[src/rtl/rr_arb_mux_pkg.sv]
// rr_arb_mux_pkg: shared constants, mode encodings and width helpers for the arbitrating mux.
package rr_arb_mux_pkg;

    localparam int   DEF_WIDTH  = 8;
    localparam logic MODE_FIXED = 1'b0;
    localparam logic MODE_RR    = 1'b1;

    function automatic int clog2(input int n);
        int r;
        r = 0;
        for (int v = n - 1; v > 0; v = v >> 1) r++;
        return r;
    endfunction

    // A one-channel index still needs one bit.
    function automatic int sel_width(input int n);
        return (clog2(n) < 1) ? 1 : clog2(n);
    endfunction

endpackage

[src/rtl/rr_arbiter.sv]
// rr_arbiter: picks the first requester at or above ptr, wrapping N-1 -> 0.
module rr_arbiter
    import rr_arb_mux_pkg::*;
#(
    parameter int N     = 4,
    parameter int SEL_W = sel_width(N)
) (
    input  logic [N-1:0]     req_i,
    input  logic [SEL_W-1:0] ptr_i,
    output logic [N-1:0]     grant_o,
    output logic [SEL_W-1:0] idx_o,
    output logic             any_o
);

    logic [SEL_W-1:0] c;

    // Walk offsets from farthest to nearest so the nearest requester wins.
    always_comb begin
        idx_o = '0;
        any_o = 1'b0;
        c     = '0;
        for (int k = N - 1; k >= 0; k--) begin
            c = SEL_W'((int'(ptr_i) + k) % N);
            if (req_i[c]) begin
                idx_o = c;
                any_o = 1'b1;
            end
        end
        grant_o = any_o ? (N'(1) << idx_o) : '0;
    end

endmodule

[src/rtl/rr_arb_mux.sv]
// rr_arb_mux: N-to-1 mux with fixed-select or round-robin arbitration into a one-slot output register.
module rr_arb_mux
    import rr_arb_mux_pkg::*;
#(
    parameter  int WIDTH  = DEF_WIDTH,
    parameter  int NUM_IN = 4,
    localparam int SEL_W  = sel_width(NUM_IN)
) (
    input  logic                    clk,
    input  logic                    rst_n,
    input  logic                    mode_i,
    input  logic [SEL_W-1:0]        sel_i,
    input  logic [NUM_IN*WIDTH-1:0] in_data_i,
    input  logic [NUM_IN-1:0]       in_valid_i,
    output logic [NUM_IN-1:0]       in_ready_o,
    output logic [WIDTH-1:0]        out_data_o,
    output logic [SEL_W-1:0]        out_src_o,
    output logic                    out_valid_o,
    input  logic                    out_ready_i
);

    logic [SEL_W-1:0]  ptr_q, ptr_d, fix_sel, rr_idx, g;
    logic [NUM_IN-1:0] rr_grant;
    logic              rr_any, is_rr, has_grant, load;
    logic [WIDTH-1:0]  out_data_q, out_data_d;
    logic [SEL_W-1:0]  out_src_q, out_src_d;
    logic              out_valid_q, out_valid_d;

    rr_arbiter #(.N(NUM_IN), .SEL_W(SEL_W)) u_arb (
        .req_i   (in_valid_i),
        .ptr_i   (ptr_q),
        .grant_o (rr_grant),
        .idx_o   (rr_idx),
        .any_o   (rr_any)
    );

    // Out-of-range fixed selects clamp to the top channel.
    assign fix_sel   = (int'(sel_i) >= NUM_IN) ? SEL_W'(NUM_IN - 1) : sel_i;
    assign is_rr     = (mode_i == MODE_RR);
    assign g         = is_rr ? rr_idx : fix_sel;
    assign has_grant = is_rr ? rr_any : in_valid_i[fix_sel];
    assign load      = rst_n && has_grant && (!out_valid_q || out_ready_i);

    always_comb begin
        in_ready_o  = load ? (is_rr ? rr_grant : (NUM_IN'(1) << fix_sel)) : '0;
        ptr_d       = (load && is_rr) ? ((int'(g) == NUM_IN - 1) ? '0 : g + 1'b1) : ptr_q;
        out_valid_d = load ? 1'b1 : (out_ready_i ? 1'b0 : out_valid_q);
        out_data_d  = load ? in_data_i[g*WIDTH +: WIDTH] : out_data_q;
        out_src_d   = load ? g : out_src_q;
    end

    always_ff @(posedge clk) begin
        if (!rst_n) begin
            ptr_q       <= '0;
            out_valid_q <= 1'b0;
            out_data_q  <= '0;
            out_src_q   <= '0;
        end else begin
            ptr_q       <= ptr_d;
            out_valid_q <= out_valid_d;
            out_data_q  <= out_data_d;
            out_src_q   <= out_src_d;
        end
    end

    assign out_data_o  = out_data_q;
    assign out_src_o   = out_src_q;
    assign out_valid_o = out_valid_q;

endmodule

[config.mk]
export PLATFORM = sky130hd
export DESIGN_NAME = rr_arb_mux
export DESIGN_NICKNAME = d
export VERILOG_FILES = /design/src/rtl/rr_arb_mux_pkg.sv /design/src/rtl/rr_arbiter.sv /design/src/rtl/rr_arb_mux.sv
export SDC_FILE = /design/constraint.sdc
export NUM_CORES = 1
export LEC_CHECK = 0
export CORE_UTILIZATION = 38
export CTS_CLUSTER_SIZE = 8
export DETAILED_ROUTE_END_ITERATION = 16
export PLACE_DENSITY_LB_ADDON = 0.3
export SYNTH_ARGS = -nofsm -noshare
export SYNTH_HDL_FRONTEND = slang
export SYNTH_SLANG_ARGS = --single-unit
[constraint.sdc]
create_clock -name clk -period 2 [get_ports clk]
set_input_delay 0.3 -clock clk [delete_from_list [all_inputs] [get_ports clk]]
set_output_delay 0.3 -clock clk [all_outputs]
set_load 0.05 [all_outputs]
==> results of run 1 <==
what timing repair did:
item,CTS,global route
resized for setup,21,9
buffers inserted,4,0
pin swaps,6,6
endpoints found under the setup margin,4,4
where the power goes:
group	internal, mW	switching (mW)
Combinational	0.270	0.286
Sequential	0.290	0.0170
Clock	0.0742	0.0959
worst max path at each step:
| stage | end | slack (ns) | depth (start not counted) |
|---|---|---|---|
| floorplan | in_ready_o[1] | 0.004 | 5 |
| global placement | in_ready_o[2] | -0.30 | 6 |
| detailed placement | in_ready_o[2] | -0.34 | 6 |
| CTS | in_ready_o[1] | -0.09 | 7 |
| global route | in_ready_o[3] | -0.25 | 7 |
| finish | in_ready_o[3] | -0.17 | 7 |
sequential cells by signal, summed over array words and instances (netlist names):
name         flops
out_data_o       8
out_valid_o      1
out_src_o        2
ptr_q            2
metrics by stage:
step                instance area (sq um)  setup WS (ns)  utilization, %  power [mW]  std cells
floorplan                            1031       0.003558               -      0.5956        109
global placement                     1785        -0.2979           71.42      0.8129        217
detailed placement                   1785        -0.3407           71.42      0.8216        217
CTS                                  1889       -0.08710           75.58       1.010        225
global route                         1939        -0.2473           77.58       1.086        225
finish                               1939        -0.1743           77.58       1.033        225
metal layers:
metal | vias to the layer above | GRT usage (%)
li1 | 597 | -
met1 | 585 | 33.85
met5 | - | 0
met4 | 0 | 9.211
met3 | 10 | 6.609
met2 | 37 | 47.08
area by class of cell:
class	instances	area, sq um
timing repair buffer	87	818.3
clock inverter	1	5.005
clock buffer	3	22.52
inverter	4	15.01
multi-input combinational	87	777.0
sequential	13	264.0
fill	183	560.5
tap	30	37.54
critical path, cell delays in order, from the launching register on:
cell      delay, ns
dfxtp_4        0.37
and2b_2        0.25
a311oi_4       0.32
buf_4          0.18
nor3_2         0.05
a32oi_1        0.21
nor2_2         0.06
buf_6          0.15
synthesized netlist by cell type (2+ instances only):
cell type	number	area share (%)
buf_6	2	2.2
o221ai_1	8	6.9
o211a_1	2	2.0
nand3_1	9	4.5
o21ai_0	2	0.99
nand2b_1	3	1.9
nor3_1	3	1.5
a32oi_1	3	2.6
nor2b_1	3	1.9
a21oi_1	4	2.0
nor2_1	8	3.0
nand2_1	5	1.9
dfxtp_1	13	26
mux2i_1	17	17
inv_1	4	1.5
kinds of logic (layout without fill, tap and decap cells):
logic type             Yosys count  after routing  synth area share (%)
flip-flops                      13             13                 25.81
buffers and inverters            9             95                 7.567
AND/OR/NAND/NOR                 38             38                 21.84
AO/OA/AOI/OAI                   30             30                 24.20
multiplexers                    19             19                 20.60
==> results.sh, run 1 <==
export IMPL_status="complete, but fails checks"
export IMPL_violations="setup timing"
export IMPL_synth_nets=151
export IMPL_vias=1229
export IMPL_drt_iter0_markers=12
export IMPL_netlist_area_sq_um=1008
export IMPL_synth_edf_count=0
export IMPL_nNetsFinal=238
export IMPL_async_flop_share_pct=0
export IMPL_drc=0
export IMPL_whs_endpoint="out_src_o[1]$_SDFFE_PN0P_"
export IMPL_detail_route_first_pass_iterations=4
export IMPL_r2r_end="out_data_o[2]$_SDFFE_PN0P_"
export IMPL_ys_ff_latch=13
export IMPL_core_sq_um=2500
export IMPL_clock_path_buffers=2
export IMPL_antenna_cells=0
export IMPL_whs_ns=0.4761
export IMPL_ys_flop_type="dfxtp_1"
export IMPL_finalClockSkew_ns=0.002313
export IMPL_finalCriticalPeriod_ns=2.174
export IMPL_pin_count=57
export IMPL_cts_buffers=3
export IMPL_rsz0062_at_grt="true"
export IMPL_layout_commonest_cell="clkdlybuf4s50_1"
export IMPL_r2r_start="ptr_q[0]$_SDFFE_PN0P_"
export IMPL_initial_core_util_pct=40.34
export IMPL_r2r_setup_slack_ns=0.18
export IMPL_setup_violations=4
export IMPL_finalWorstSetupSlack_ns=-0.1743
export IMPL_max_freq_ghz=0.4599
export IMPL_wl_met2_microns=1818
export IMPL_port_buffers=56
export IMPL_final_cell_mix="clkdlybuf4s50_1, buf_4, mux2i_1, dfxtp_1, nand3_1"
export IMPL_rows=18
export IMPL_crit_start="ptr_q[0]$_SDFFE_PN0P_"
export IMPL_tritoncts="yes"
export IMPL_drv_cap=0
export IMPL_power_leakage_nw=0.8222
export IMPL_insertion_delay_ns=0.28
export IMPL_cts_htree_levels=1
export IMPL_ctsHoldBuffers=0
export IMPL_syn_to_final_growth_pct=92.31
export IMPL_cp_arrival_ns=1.87
export IMPL_crit_path_end_kind="primary output"
export IMPL_tightest_slew_ns=0.5240
export IMPL_syn_area_per_cell_sq_um=9.252
export IMPL_clk_pin_slew_ns=0.09
export IMPL_cts_sinks=13
export IMPL_routed_top_layer="met4"
export IMPL_syn_instance_count=109
export IMPL_power_density_nw_per_um2=532.4
export IMPL_die_y_microns=53.52
export IMPL_drt_met1_wl_microns=1511
export IMPL_yosysWarnings=0
export IMPL_grt_antenna_before_repair=0
export IMPL_hold_viol_final=0
export IMPL_grt_pass1_wl_microns=5602
export IMPL_ys_seq_area_share_pct=25.81
export IMPL_fin_setup_tns_ns=-0.6152
export IMPL_r2r_cells=6
export IMPL_dp_hpwl_microns=2650
export IMPL_via_per_inst=5.462
export IMPL_wl_met3_microns=183
export IMPL_die_x_microns=53.52
export IMPL_drt_total_wl_microns=3583
export IMPL_grt_usage_pct=27.71
export IMPL_hp_class="flop to flop"
export IMPL_slew_headroom_pct=64.96
export IMPL_whs_path_depth=2
export IMPL_slew_viol_final=0
export IMPL_ir_worst_vdd_uv=494.4
export IMPL_grt_max_degree=18
export IMPL_required_ns=1.70
export IMPL_grt_pass1_vias=1232
export IMPL_overflow=0
export IMPL_ys_types=38
export IMPL_start_kind="flop"
export IMPL_critPathMaxFanout=4
export IMPL_worstHoldStart="out_src_o[1]$_SDFFE_PN0P_"
export IMPL_crit_type="flop to primary output"
export IMPL_antenna_left=0
export IMPL_gp_congestion=0.9108
export IMPL_root_buffer="clkbuf_4"
export IMPL_final_layout_size_suffix_gt1_share_pct=31.28
export IMPL_routedWlPerCell_microns=15.92
export IMPL_dieArea_sq_um=2864
export IMPL_finalCritPeriodShare_pct=108.7
(Power assumes the default switching activity.)
==> run 2: changes to the inputs <==
Settings changed: CORE_UTILIZATION 38 to 39, CTS_BUF_LIST from default to sky130_fd_sc_hd__clkbuf_4.
==> results.sh, run 2 (synthesis gave the netlist of run 1 again) <==
export IMPL_slew_viol_final=0
export IMPL_power_leakage_nw=0.7951
export IMPL_fin_area_sq_um=1872
export IMPL_slew_headroom_pct=65.06
export IMPL_hold_viol_final=0
export IMPL_drt_iter0_markers=30
export IMPL_gp_congestion=0.8702
export IMPL_grt_max_degree=18
export IMPL_syn_to_final_growth_pct=85.61
export IMPL_vias=1208
export IMPL_clk_pin_slew_ns=0.08
export IMPL_detail_route_first_pass_iterations=4
export IMPL_drt_total_wl_microns=3491
export IMPL_tritoncts="yes"
export IMPL_initial_core_util_pct=41.08
export IMPL_setup_violations=4
export IMPL_grt_antenna_before_repair=0
export IMPL_drv_cap=0
export IMPL_finalWorstSetupSlack_ns=-0.1247
export IMPL_grt_usage_pct=26.76
export IMPL_required_ns=1.70
export IMPL_cts_buffers=3
export IMPL_cts_htree_levels=1
export IMPL_p_seq_share_pct=30.3
export IMPL_ir_worst_vdd_uv=521.0
export IMPL_die_y_microns=52.85
export IMPL_swShare_pct=37.48
export IMPL_pwr_share_clk_pct=17.4
export IMPL_rsz0062_at_grt="true"
export IMPL_crit_path_end_kind="primary output"
export IMPL_port_buffers=56
export IMPL_largest_register_ffs=8
export IMPL_tightest_slew_ns=0.5225
export IMPL_dieArea_sq_um=2793
export IMPL_power_frac_comb_pct=52.3
export IMPL_violations="setup timing"
export IMPL_rows=18
export IMPL_cts_sinks=13
export IMPL_core_sq_um=2455
export IMPL_post_route_util_pct=76.25
export IMPL_grt_pass1_wl_microns=5423
export IMPL_final_layout_size_suffix_gt1_share_pct=28.95
export IMPL_crit_type="flop to primary output"
export IMPL_clock_path_buffers=2
export IMPL_start_kind="flop"
export IMPL_overflow=0
export IMPL_hp_class="flop to flop"
export IMPL_grt_pass1_vias=1194
export IMPL_die_x_microns=52.85
export IMPL_antenna_left=0
export IMPL_power_density_nw_per_um2=542.3
export IMPL_power_switching_uw=380.5
export IMPL_root_buffer="clkbuf_4"
export IMPL_drc=0
export IMPL_final_cell_mix="clkdlybuf4s50_1, buf_4, mux2i_1, dfxtp_1, nand3_1"
export IMPL_layout_commonest_cell="clkdlybuf4s50_1"
export IMPL_insertion_delay_ns=0.28
export IMPL_whs_ns=0.4939
export IMPL_status="complete, but fails checks"
export IMPL_critPathMaxFanout=4
export IMPL_finalCritPeriodShare_pct=106.2
export IMPL_internal_power_uw=634.7
export IMPL_pin_count=57
export IMPL_routedWlPerCell_microns=15.87
export IMPL_nNetsFinal=233
export IMPL_dp_hpwl_microns=2672
export IMPL_antenna_cells=0
export IMPL_place_area_sq_um=1763
export IMPL_max_freq_ghz=0.4707
export IMPL_finalClockSkew_ns=0.002846
export IMPL_cp_arrival_ns=1.82
export IMPL_finalCriticalPeriod_ns=2.125
export IMPL_via_per_inst=5.491
-- run 2: path summary, 6_finish.rpt --
path                             startpoint                         end  slack, ns  depth (start not counted)
setup / recovery      ptr_q[0]$_SDFFE_PN0P_               in_ready_o[0]      -0.12                          6
hold / removal    out_src_o[1]$_SDFFE_PN0P_   out_src_o[1]$_SDFFE_PN0P_       0.49                          2
setup reg to reg      ptr_q[0]$_SDFFE_PN0P_  out_data_o[4]$_SDFFE_PN0P_       0.18                          7
hold reg to reg   out_src_o[1]$_SDFFE_PN0P_   out_src_o[1]$_SDFFE_PN0P_       0.49                          2
-- run 2: routing by layer --
| metal | GRT usage, % | up-vias | share of wire, % |
|---|---|---|---|
| met4 | 4.825 | 0 | 0.43 |
| met3 | 6.322 | 2 | 3.8 |
| li1 | - | 588 | - |
| met5 | 0 | - | 0 |
| met1 | 31.79 | 584 | 41 |
| met2 | 48.52 | 34 | 55 |
-- run 2: what timing repair did --
| item | 4_1_cts | 5_1_grt |
|---|---|---|
| setup buffers | 2 | 0 |
| endpoints found under the setup margin | 12 | 4 |
| gates resized for setup | 27 | 0 |
| pin swaps | 8 | 0 |
| gates cloned | 0 | 0 |
| hold buffers | 0 | 0 |
-- run 2: cell type report --
cell class	count	area, sq um
clock buffers	4	30.03
fillers	158	583.1
inverters	4	15.01
multi-input cells	87	747.0
well taps	30	37.54
flip-flops and latches	13	261.5
repair buffers	82	780.7
-- run 2: worst max-delay path, cell delays in order (launching register included) --
cell and delay (ns):
dfxtp_2 0.36, and2b_2 0.26, a311oi_4 0.29, o21ai_1 0.15, o32a_1 0.20, nor2_2 0.12, buf_6 0.17
-- run 2: power groups by stage --
stage          registers, mW  clock network [mW]  logic, mW
2_1_floorplan          0.408                   0      0.187
3_3_place_gp           0.311                   0      0.493
3_5_place_dp           0.313                   0      0.505
4_1_cts                0.307               0.182      0.528
5_1_grt                0.311               0.189      0.559
6_report               0.307               0.177      0.531
-- run 2: through the flow --
stage / setup WS (ns) / TNS, ns / cells / power (mW)
6_report: -0.1247 / -0.3166 / 220 / 1.015
3_5_place_dp: -0.3978 / -4.618 / 214 / 0.8174
3_3_place_gp: -0.2628 / -3.117 / 214 / 0.8031
4_1_cts: -0.08535 / -0.2002 / 220 / 1.017
5_1_grt: -0.1844 / -0.5995 / 220 / 1.059
2_1_floorplan: 0.003558 / 0 / 109 / 0.5956
